### src/rtl/sw_loader_pkg.sv
// Shared constants for the switch-driven word loader: FSM encoding,
// debounce default and lane geometry.
package sw_loader_pkg;

    localparam int DEB_CYCLES_DEF = 1000000;
    localparam int NUM_LANES      = 4;

    localparam logic [1:0] LANE_LAST = 2'(NUM_LANES - 1);

    localparam logic [1:0] S_COLLECT = 2'd0;
    localparam logic [1:0] S_WRITE   = 2'd1;
    localparam logic [1:0] S_FULL    = 2'd2;

endpackage

### src/rtl/key_debounce.sv
// Push-button front end: 2-flop synchronizer, stability-count debouncer
// and a one-cycle pulse on each accepted press (release is silent).
module key_debounce
    import sw_loader_pkg::*;
#(
    parameter int DEB_CYCLES = DEB_CYCLES_DEF
) (
    input  logic clka,
    input  logic rsta,
    input  logic key_xi,
    output logic press_xo
);

    localparam int CNT_W = (DEB_CYCLES > 1) ? $clog2(DEB_CYCLES) : 1;

    logic             r_sync1;
    logic             r_sync2;
    logic             r_level;
    logic             r_press;
    logic [CNT_W-1:0] r_count;

    logic w_differs;
    logic w_accept;

    assign w_differs = (r_sync2 != r_level);
    // The DEB_CYCLES-th consecutive mismatching cycle flips the level.
    assign w_accept  = w_differs && (r_count == CNT_W'(DEB_CYCLES - 1));

    // NOTE: sequential state uses <= so every flop samples pre-edge values;
    // blocking here would collapse the synchronizer into a single stage.
    always_ff @(posedge clka) begin
        if (rsta) begin
            r_sync1 <= 1'b0;
            r_sync2 <= 1'b0;
            r_level <= 1'b0;
            r_press <= 1'b0;
            r_count <= '0;
        end else begin
            r_sync1 <= key_xi;
            r_sync2 <= r_sync1;
            r_press <= w_accept && r_sync2;
            if (w_accept) begin
                r_level <= r_sync2;
                r_count <= '0;
            end else if (w_differs) begin
                r_count <= r_count + 1'b1;
            end else begin
                r_count <= '0;
            end
        end
    end

    assign press_xo = r_press;

endmodule

### src/rtl/sw_word_loader.sv
// Assembles four switch bytes per word from debounced key presses and
// emits one write strobe per word until the address space is full.
module sw_word_loader
    import sw_loader_pkg::*;
#(
    parameter int DEB_CYCLES = DEB_CYCLES_DEF,
    parameter int ADDR_W     = 6
) (
    input  logic              clka,
    input  logic              rsta,
    input  logic              key_xi,
    input  logic [7:0]        sw_xi,
    output logic              wea_xo,
    output logic [ADDR_W-1:0] addra_xo,
    output logic [31:0]       dina_xo,
    output logic [1:0]        byte_idx_xo,
    output logic [7:0]        led_xo,
    output logic              full_xo
);

    logic              w_press;

    logic [1:0]        r_state;
    logic [7:0]        r_lanes [NUM_LANES];
    logic [1:0]        r_byte_idx;
    logic [7:0]        r_led;
    logic [ADDR_W-1:0] r_addr;
    logic [31:0]       r_dina;

    key_debounce #(
        .DEB_CYCLES (DEB_CYCLES)
    ) u_key_debounce (
        .clka     (clka),
        .rsta     (rsta),
        .key_xi   (key_xi),
        .press_xo (w_press)
    );

    always_ff @(posedge clka) begin
        if (rsta) begin
            r_state    <= S_COLLECT;
            r_byte_idx <= 2'd0;
            r_led      <= 8'd0;
            r_addr     <= '0;
            r_dina     <= 32'd0;
            // NOTE: the lane array is reset on purpose: a partial word must
            // not leak into the next write after rsta.
            for (int i = 0; i < NUM_LANES; i++) begin
                r_lanes[i] <= 8'd0;
            end
        end else begin
            case (r_state)
                S_COLLECT: begin
                    if (w_press) begin
                        r_lanes[r_byte_idx] <= sw_xi;
                        r_led               <= sw_xi;
                        r_byte_idx          <= r_byte_idx + 2'd1;
                        if (r_byte_idx == LANE_LAST) begin
                            r_state <= S_WRITE;
                            r_dina  <= {sw_xi, r_lanes[2], r_lanes[1], r_lanes[0]};
                        end
                    end
                end
                S_WRITE: begin
                    // The last address parks the loader instead of wrapping.
                    if (r_addr == '1) begin
                        r_state <= S_FULL;
                    end else begin
                        r_addr  <= r_addr + 1'b1;
                        r_state <= S_COLLECT;
                    end
                end
                S_FULL: begin
                    r_state <= S_FULL;
                end
                default: begin
                    r_state <= S_COLLECT;
                end
            endcase
        end
    end

    assign wea_xo      = (r_state == S_WRITE);
    assign full_xo     = (r_state == S_FULL);
    assign addra_xo    = r_addr;
    assign dina_xo     = r_dina;
    assign byte_idx_xo = r_byte_idx;
    assign led_xo      = r_led;

endmodule

### config.mk
export PLATFORM = sky130hd
export DESIGN_NAME = sw_word_loader
export DESIGN_NICKNAME = d
export VERILOG_FILES = /design/src/rtl/sw_loader_pkg.sv /design/src/rtl/key_debounce.sv /design/src/rtl/sw_word_loader.sv
export SDC_FILE = /design/constraint.sdc
export NUM_CORES = 1
export LEC_CHECK = 0
export CAP_MARGIN = 40
export CORE_UTILIZATION = 51
export DETAILED_ROUTE_END_ITERATION = 16
export PLACE_DENSITY_LB_ADDON = 0.15
export SETUP_SLACK_MARGIN = 0.3
export SLEW_MARGIN = 15
export SYNTH_ARGS = -nofsm -noshare
export SYNTH_HDL_FRONTEND = slang
export SYNTH_HIERARCHICAL = 1
export SYNTH_SLANG_ARGS = --single-unit
### constraint.sdc
create_clock -name clka -period 2.11 [get_ports clka]
set_clock_uncertainty 0.15 [all_clocks]
set_input_delay 0.211 -clock clka [delete_from_list [all_inputs] [get_ports clka]]
set_output_delay 0.211 -clock clka [all_outputs]
set_load 0.1 [all_outputs]
==> results of run 1 <==
cell type report:
type | instances | share of cell area
Clock buffer | 11 | 0.0331
Sequential cell | 98 | 0.454
Tap cell | 99 | 0.0252
Multi-Input combinational cell | 279 | 0.342
Timing Repair Buffer | 77 | 0.135
Clock inverter | 5 | 0.00865
Inverter | 3 | 0.00229
per-stage QoR:
step	total power, mW	area (µm²)	util	setup WS, ns	hold slack (ns)
floorplan	2.02	3970	-	0.278	0.130
CTS	3.26	4770	0.647	0.224	0.136
finish	3.25	4920	0.667	0.177	0.147
global route	3.36	4920	0.667	0.125	0.179
detailed placement	2.06	4550	0.617	0.194	0.276
global placement	2.06	4550	0.617	0.283	0.274
flip-flops by register name, summed over array words and instances (netlist names):
signal / cells
dina_xo: 32
r_lanes: 24
u_key_debounce/r_count: 20
led_xo: 8
addra_xo: 6
byte_idx_xo: 2
r_state: 2
u_key_debounce/press_xo: 1
u_key_debounce/r_level: 1
u_key_debounce/r_sync1: 1
u_key_debounce/r_sync2: 1
worst paths after layout:
path                                            startpoint                    endpoint  slack (ns)  depth (start not counted)
worst min register to register      u_key_debounce/r_sync1      u_key_debounce/r_sync2        0.29                          1
worst min-delay path                                  rsta      u_key_debounce/r_sync2        0.15                          2
worst max-delay path            u_key_debounce/r_count[11]  u_key_debounce/r_count[10]        0.18                          5
worst max register to register  u_key_debounce/r_count[11]  u_key_debounce/r_count[10]        0.18                          5
synth_stat cells, drive strengths merged, types with 2 or more instances:
library cell / count / share of area
nor4: 4 / 0.014
and4bb: 2 / 0.0063
and4: 4 / 0.0092
nand3: 9 / 0.011
a31o: 2 / 0.0044
or3: 4 / 0.0079
ha: 3 / 0.0095
nor3: 4 / 0.0051
buf: 10 / 0.018
nand2b: 2 / 0.0032
inv: 3 / 0.0029
or4: 2 / 0.0048
nor3b: 2 / 0.0038
a2bb2oi: 2 / 0.0044
nor2b: 3 / 0.0048
nand4: 7 / 0.013
a21oi: 48 / 0.062
or2: 3 / 0.0048
nor2: 20 / 0.019
o311ai: 3 / 0.0067
xnor2: 9 / 0.020
and3: 2 / 0.0032
and2: 25 / 0.040
o21ai: 3 / 0.0038
clkbuf: 10 / 0.0095
edfxtp: 24 / 0.18
xor2: 6 / 0.013
dfxtp: 74 / 0.38
nor4b: 3 / 0.014
nand2: 93 / 0.089
report_power, final:
group	internal (mW)	switching, mW	leakage (nW)
sequential	1.93	0.00603	0.850
clock	0.548	0.677	0.104
combinational	0.0328	0.0518	0.813
total	2.51	0.735	1.77
timing repair:
| action | 4_1_cts | 5_1_grt |
|---|---|---|
| gates cloned | 0 | 2 |
| hold endpoints to repair | 0 | 0 |
| pin swaps | 2 | 7 |
| gates resized for setup | 4 | 22 |
| setup endpoints to repair | 35 | 39 |
| setup buffers | 1 | 5 |
metal layers:
layer	track usage	wire (µm)
met1	0.260	3670
met3	0.0499	330
met2	0.344	4040
met4	0.0820	142
met5	0	0
worst max-delay path: stages (launching register included):
cell and delay (ns):
dfxtp_4 0.35, or4_4 0.55, nor4_4 0.30, a211o_2 0.26
clkbuf_16 0.18, nor2_2 0.04
cell families after synthesis:
kind of cell             after synthesis  share of synthesized area
AND/OR/NAND/NOR                      194                      0.266
flip-flops                            98                      0.558
AO/OA/AOI/OAI                         67                      0.102
buffers and inverters                 23                     0.0305
XOR/XNOR                              15                     0.0333
adder cells (fa/ha/maj)                3                    0.00952
==> results.json, run 1 <==
{
  "status": "finished, final reports clean",
  "power.density_nw_per_um2": 660,
  "die_w_um": 89.9,
  "drt_iter0_markers": 116,
  "syn_avg_cell_area_um2": 9.86,
  "min_period_ns": 1.93,
  "async_flop_share": 0,
  "fin_cells": 572,
  "seq_area_um2": 2230,
  "firstDrtPassIters": 4,
  "nets": 482,
  "path_max_fanout": 5,
  "cts_tree": "done",
  "setup-tns-final_ns": 0,
  "io_pins": 61,
  "core_area_um2": 7370,
  "antenna_found_initial": 0,
  "slew_viol_final": 0,
  "required_ns": 2.22,
  "fmaxAchievable_ghz": 0.517,
  "ant_nets": 0,
  "final_common_cell": "nand2_1",
  "cts.clk_slew.worst_paths_ns": 0.09,
  "numCtsBuffers": 9,
  "placement.io_buffers": 60,
  "cap_violations": 0,
  "grt_remaining_overflow": 0,
  "setup_viol": 0,
  "cp-end-kind": "flop",
  "wl_per_cell_um": 14.3,
  "fin_crit_sh": 0.916,
  "drive_gt1_frac": 0.283,
  "grt_util_all_layers": 0.207,
  "drc": 0,
  "ctsHoldBuffers": 0,
  "hpwlAfterDp_um": 5240,
  "dp.cells": 548,
  "clk_latency_ns": 0.37,
  "synth-edff-count": 24,
  "drt_wl_total_um": 8180,
  "area_growth_pct": 24.7,
  "worstPathArrival_ns": 2.05,
  "diodes": 0,
  "die_area_um2": 8090,
  "die_h_um": 89.9,
  "synth_cells": 400,
  "mostFrequentLayoutCells": "nand2_1 (93), buf_4 (62), dfxtp_1 (59)",
  "max-slew-margin-rel": 0.637,
  "clock-sinks": 98,
  "fill_cells": 603,
  "via_per_inst": 5.31,
  "ys.flop_type": "dfxtp_1",
  "leakage_nw": 1.77,
  "clock_path_buffers": 2,
  "grt_pass1_vias": 2843,
  "hold_viol": 0,
  "path_class": "reg2reg",
  "ys_ff_latch": 98,
  "synth_area_um2": 3940,
  "rsz0062_at_grt": "true",
  "max-vdd-ir-drop_uv": 373,
  "cts_root_buf": "clkbuf_8",
  "grt_max_degree": 33,
  "ys.warnings.count": 30,
  "grt_pass1_wl_um": 13300,
  "vias": 3038,
  "syn_nets": 414,
  "hold_class": "in2reg",
  "initial_core_util": 0.535,
  "row_count": 31,
  "htree_num_levels": 3,
  "multi_input_area_um2": 1680,
  "synth_cell_type_count": 55,
  "worst_slew_pin_slew_ns": 0.540,
  "cp-start-kind": "flop",
  "gp_congestion": 0.790,
  "ys_seq_area_frac": 0.558
}
(Power assumes the default switching activity.)
==> inputs of run 2 (changes only) <==
--- a/config.mk
+++ b/config.mk
@@ -6,6 +6,7 @@
 export NUM_CORES = 1
 export LEC_CHECK = 0
 export CAP_MARGIN = 40
+export CORE_MARGIN = 1.5
 export CORE_UTILIZATION = 51
 export DETAILED_ROUTE_END_ITERATION = 16
 export PLACE_DENSITY_LB_ADDON = 0.15
==> run 2 against run 1 <==
Compared with the run above:
- global-route usage shrank 0.13 points
- largest power group unchanged
- critical path depth is the same
- die area grew 2.2%
- maximum frequency grew 1.8%
- total power grew 0.19%
- worst hold slack lost 0.030 ns
- first-iteration DRC count shrank 15%
- core utilization shrank 0.97 points
- worst setup slack gained 0.034 ns
==> results.json, run 2 (synthesis gave the netlist of run 1 again) <==
{
  "status": "finished, final reports clean",
  "grt_util_all_layers": 0.205,
  "drt_iter0_markers": 99,
  "numCtsBuffers": 9,
  "p_comb_frac": 0.025,
  "max-vdd-ir-drop_uv": 348,
  "drc": 0,
  "slew_viol_final": 0,
  "switchingPower_mw": 0.707,
  "cap_violations": 0,
  "row_count": 31,
  "fin_area_um2": 4850,
  "timing.final.ws_setup_ns": 0.212,
  "ctsHoldBuffers": 0,
  "regToRegStartpoint": "u_key_debounce/r_count[11]",
  "max-slew-margin-rel": 0.728,
  "setup-tns-final_ns": 0,
  "placement.io_buffers": 60,
  "drt_wl_total_um": 8120,
  "area_growth_pct": 22.9,
  "place_area_um2": 4570,
  "via_per_inst": 5.25,
  "clkPwrFrac": 0.380,
  "htree_num_levels": 3,
  "whs_ns": 0.117,
  "grt_max_degree": 33,
  "die_w_um": 90.9,
  "hold_viol": 0,
  "cts.clk_slew.worst_paths_ns": 0.09,
  "drive_gt1_frac": 0.263,
  "hold_class": "in2reg",
  "clk_latency_ns": 0.36,
  "wl_per_cell_um": 14.1,
  "cts_tree": "done",
  "place_ws_ns": 0.202,
  "path_max_fanout": 19,
  "antenna_found_initial": 0,
  "die_h_um": 90.9,
  "nets": 484,
  "worstPathArrival_ns": 2.01,
  "path_class": "reg2reg",
  "core_area_um2": 7370,
  "cp-end-kind": "flop",
  "fin_cells": 574,
  "required_ns": 2.22,
  "leakage_nw": 1.76,
  "hold_start": "rsta",
  "critPathLaunch": "u_key_debounce/r_count[11]",
  "worst_slew_pin_slew_ns": 0.408,
  "cts_root_buf": "clkbuf_8",
  "gp_congestion": 0.811,
  "die_area_um2": 8270,
  "fin_crit_sh": 0.900,
  "clock-sinks": 98,
  "timing.rr.end": "u_key_debounce/r_count[15]",
  "final_common_cell": "nand2_1",
  "initial_core_util": 0.535,
  "critical_path.endpoint": "u_key_debounce/r_count[15]",
  "swShare": 0.217,
  "diodes": 0,
  "ant_nets": 0,
  "rrSetupSlack_ns": 0.21,
  "hpwlAfterDp_um": 5620,
  "power.density_nw_per_um2": 671,
  "fmaxAchievable_ghz": 0.527,
  "grt_pass1_vias": 2910,
  "firstDrtPassIters": 4,
  "p_seq_frac": 0.596,
  "grt_remaining_overflow": 0,
  "grt_pass1_wl_um": 13500,
  "largest_register_ffs": 32,
  "cp-start-kind": "flop",
  "dp.cells": 551,
  "clock_path_buffers": 2,
  "mostFrequentLayoutCells": "nand2_1 (93), buf_4 (67), dfxtp_1 (59)",
  "rr_worst_depth": 5,
  "rsz0062_at_grt": "true",
  "io_pins": 61,
  "fill_cells": 634,
  "intPower_mw": 2.54,
  "vias": 3015,
  "setup_viol": 0,
  "min_period_ns": 1.90
}
## run 2: cell count changes in the layout (fill, tap and decap cells not counted), moves of 2 or more
| cell | before | now |
|---|---|---|
| a21oi_1 | 44 | 46 |
| nor2_1 | 13 | 20 |
| clkbuf_16 | 3 | 0 |
| nor2_4 | 3 | 0 |
| nor2_2 | 4 | 0 |
| buf_4 | 62 | 67 |
| clkinv_2 | 0 | 2 |
| a21oi_2 | 4 | 2 |
## run 2: layout make-up
| cell class | instances | area (µm²) | area share |
|---|---|---|---|
| multi-input combinational | 279 | 1640 | 0.338 |
| inverter | 3 | 11.3 | 0.00232 |
| sequential | 98 | 2230 | 0.460 |
| clock inverter | 6 | 65.1 | 0.0134 |
| clock buffer | 10 | 138 | 0.0284 |
| tap | 99 | 124 | 0.0256 |
| timing repair buffer | 79 | 638 | 0.132 |
## run 2: worst min-delay path by stage
stage	to	slack, ns	cells after the start
2_1_floorplan	u_key_debounce/r_level	0.13	1
3_3_place_gp	u_key_debounce/r_sync2	0.28	1
3_5_place_dp	u_key_debounce/r_sync2	0.28	1
4_1_cts	byte_idx_xo[1]	0.11	2
5_1_grt	u_key_debounce/r_level	0.13	2
6_report	byte_idx_xo[1]	0.12	2
## run 2: timing repair
item	in CTS	in global routing
resized for setup	3	7
setup endpoints to repair	35	39
setup buffers	1	6
pin swaps	2	6
endpoints found under the hold margin	0	0
## run 2: power groups by stage
| stage | combinational, mW | clock [mW] | sequential, mW |
|---|---|---|---|
| detailed placement | 0.0791 | 0 | 1.98 |
| floorplan | 0.0347 | 0 | 1.98 |
| CTS | 0.0809 | 1.26 | 1.94 |
| global placement | 0.0782 | 0 | 1.98 |
| finish | 0.0805 | 1.23 | 1.94 |
| global route | 0.0860 | 1.33 | 1.94 |
## run 2: per-layer routing
| metal | part of all wire | vias to the layer above | global-route usage | wire, µm |
|---|---|---|---|---|
| li1 | - | 1524 | - | - |
| met3 | 0.032 | 14 | 0.0327 | 262 |
| met4 | 0.022 | 0 | 0.109 | 180 |
| met1 | 0.44 | 1425 | 0.245 | 3540 |
| met5 | 0 | - | 0 | 0 |
| met2 | 0.51 | 52 | 0.353 | 4140 |
## run 2: per-stage QoR
| stage | power (mW) | utilization |
|---|---|---|
| final | 3.25 | 0.658 |
| after global routing | 3.36 | 0.658 |
| after CTS | 3.28 | 0.650 |
| after detailed placement | 2.06 | 0.620 |
| after global placement | 2.06 | 0.620 |
| after floorplan | 2.02 | - |
## run 2: critical path: stages, from the launching register on
cell     delay [ns]
dfxtp_4        0.36
or4_4          0.54
nor4_4         0.32
a211o_1        0.21
buf_12         0.16
nor2_1         0.05
==> inputs of run 3 (changes only) <==
--- a/config.mk
+++ b/config.mk
@@ -7,7 +7,7 @@
 export LEC_CHECK = 0
 export CAP_MARGIN = 40
 export CORE_MARGIN = 1.5
-export CORE_UTILIZATION = 51
+export CORE_UTILIZATION = 53
 export DETAILED_ROUTE_END_ITERATION = 16
 export PLACE_DENSITY_LB_ADDON = 0.15
 export SETUP_SLACK_MARGIN = 0.3
==> run 3 against run 2 <==
Compared with the run above:
- sequential share of layout area fell by 0.41 points
- via count rose by 0.80%
- clock power fell by 11%
- wire length fell by 2.5%
- register-to-register slack got worse by 0.03 ns
- critical path depth did not move
- clock-buffer cell count rose by 1
- sequential cell count did not move
- critical endpoint is now u_key_debounce/r_count[17]
- largest power group unchanged
==> results.json, run 3 (synthesis gave the netlist of run 1 again) <==
{
  "ctsHoldBuffers": 0,
  "drt_wl_total_um": 7920,
  "cts.clk_slew.worst_paths_ns": 0.09,
  "diodes": 0,
  "grt_pass1_wl_um": 12300,
  "fmaxAchievable_ghz": 0.519,
  "gp_congestion": 0.874,
  "initial_core_util": 0.547,
  "fin_cells": 576,
  "die_w_um": 89.3,
  "drt_iter0_markers": 81,
  "mostFrequentLayoutCells": "nand2_1 (93), buf_4 (67), dfxtp_1 (60)",
  "setup-tns-final_ns": 0,
  "clk_latency_ns": 0.36,
  "cap_violations": 0,
  "htree_num_levels": 3,
  "cts_tree": "done",
  "multi_input_area_um2": 1670,
  "seq_area_um2": 2230,
  "slew_viol_final": 0,
  "clock_path_buffers": 2,
  "clock-sinks": 98,
  "grt_pass1_vias": 2607,
  "fill_cells": 604,
  "worst_slew_pin_slew_ns": 0.404,
  "placement.io_buffers": 60,
  "hold_viol": 0,
  "cts_root_buf": "clkbuf_8",
  "required_ns": 2.21,
  "die_area_um2": 7970,
  "fin_crit_sh": 0.914,
  "cp-end-kind": "flop",
  "whs_ns": 0.105,
  "nets": 486,
  "min_period_ns": 1.93,
  "grt_max_degree": 33,
  "io_pins": 61,
  "hpwlAfterDp_um": 5360,
  "dp.cells": 550,
  "drc": 0,
  "row_count": 31,
  "cp-start-kind": "flop",
  "firstDrtPassIters": 4,
  "path_max_fanout": 5,
  "grt_util_all_layers": 0.204,
  "die_h_um": 89.3,
  "path_class": "reg2reg",
  "final_common_cell": "nand2_1",
  "max-slew-margin-rel": 0.731,
  "max-vdd-ir-drop_uv": 395,
  "setup_viol": 0,
  "hold_class": "in2reg",
  "area_growth_pct": 24.0,
  "numCtsBuffers": 9,
  "via_per_inst": 5.28,
  "antenna_found_initial": 0,
  "leakage_nw": 1.76,
  "power.density_nw_per_um2": 639,
  "core_area_um2": 7210,
  "vias": 3039,
  "worstPathArrival_ns": 2.03,
  "wl_per_cell_um": 13.8,
  "rsz0062_at_grt": "true",
  "ant_nets": 0,
  "grt_remaining_overflow": 0,
  "status": "finished, final reports clean",
  "largest_register_ffs": 32,
  "drive_gt1_frac": 0.279
}
run 3: power breakdown:
group	internal [mW]	switching [mW]	total, mW
sequential	1.93	0.00616	1.94
combinational	0.0333	0.0509	0.0842
clock	0.468	0.635	1.10
run 3: final timing paths:
kind / start / slack, ns / end / cells past startpoint
worst max register to register: u_key_debounce/r_count[11] / 0.18 / u_key_debounce/r_count[17] / 5
worst min register to register: u_key_debounce/r_sync1 / 0.29 / u_key_debounce/r_sync2 / 1
worst min-delay path: rsta / 0.10 / u_key_debounce/r_level / 2
worst max-delay path: u_key_debounce/r_count[11] / 0.18 / u_key_debounce/r_count[17] / 5
run 3: through the flow:
step / util / total power [mW] / cell area [µm²] / worst slack [ns]
after floorplan: - / 2.02 / 3970 / 0.278
after global placement: 0.633 / 2.06 / 4560 / 0.273
after detailed placement: 0.633 / 2.06 / 4560 / 0.216
after CTS: 0.660 / 3.15 / 4760 / 0.238
after global routing: 0.678 / 3.23 / 4890 / 0.113
final: 0.678 / 3.12 / 4890 / 0.182
run 3: cell type report:
cell class	instances	area share
Sequential cell	98	0.456
Multi-Input combinational cell	279	0.341
Timing Repair Buffer	81	0.138
Clock buffer	11	0.0289
Tap cell	99	0.0253
Clock inverter	5	0.00793
Inverter	3	0.00230
run 3: timing repair:
action	4_1_cts	5_1_grt
pin swaps	2	9
setup endpoints to repair	35	38
cloned	0	2
gates resized for setup	5	13
setup buffers	1	7
run 3: metal layers:
metal  up-vias  global-route usage  routed length, µm
li1       1534                   -                  -
met1      1429               0.255               3590
met2        64               0.342               3870
met3        12              0.0416                310
met4         0              0.0909                145
met5         -                   0                  0
run 3: critical path: stages (launching register included):
cell       delay (ns)
dfxtp_4          0.36
or4_4            0.54
nor4_4           0.35
a211o_4          0.23
clkbuf_16        0.16
a21oi_2          0.03
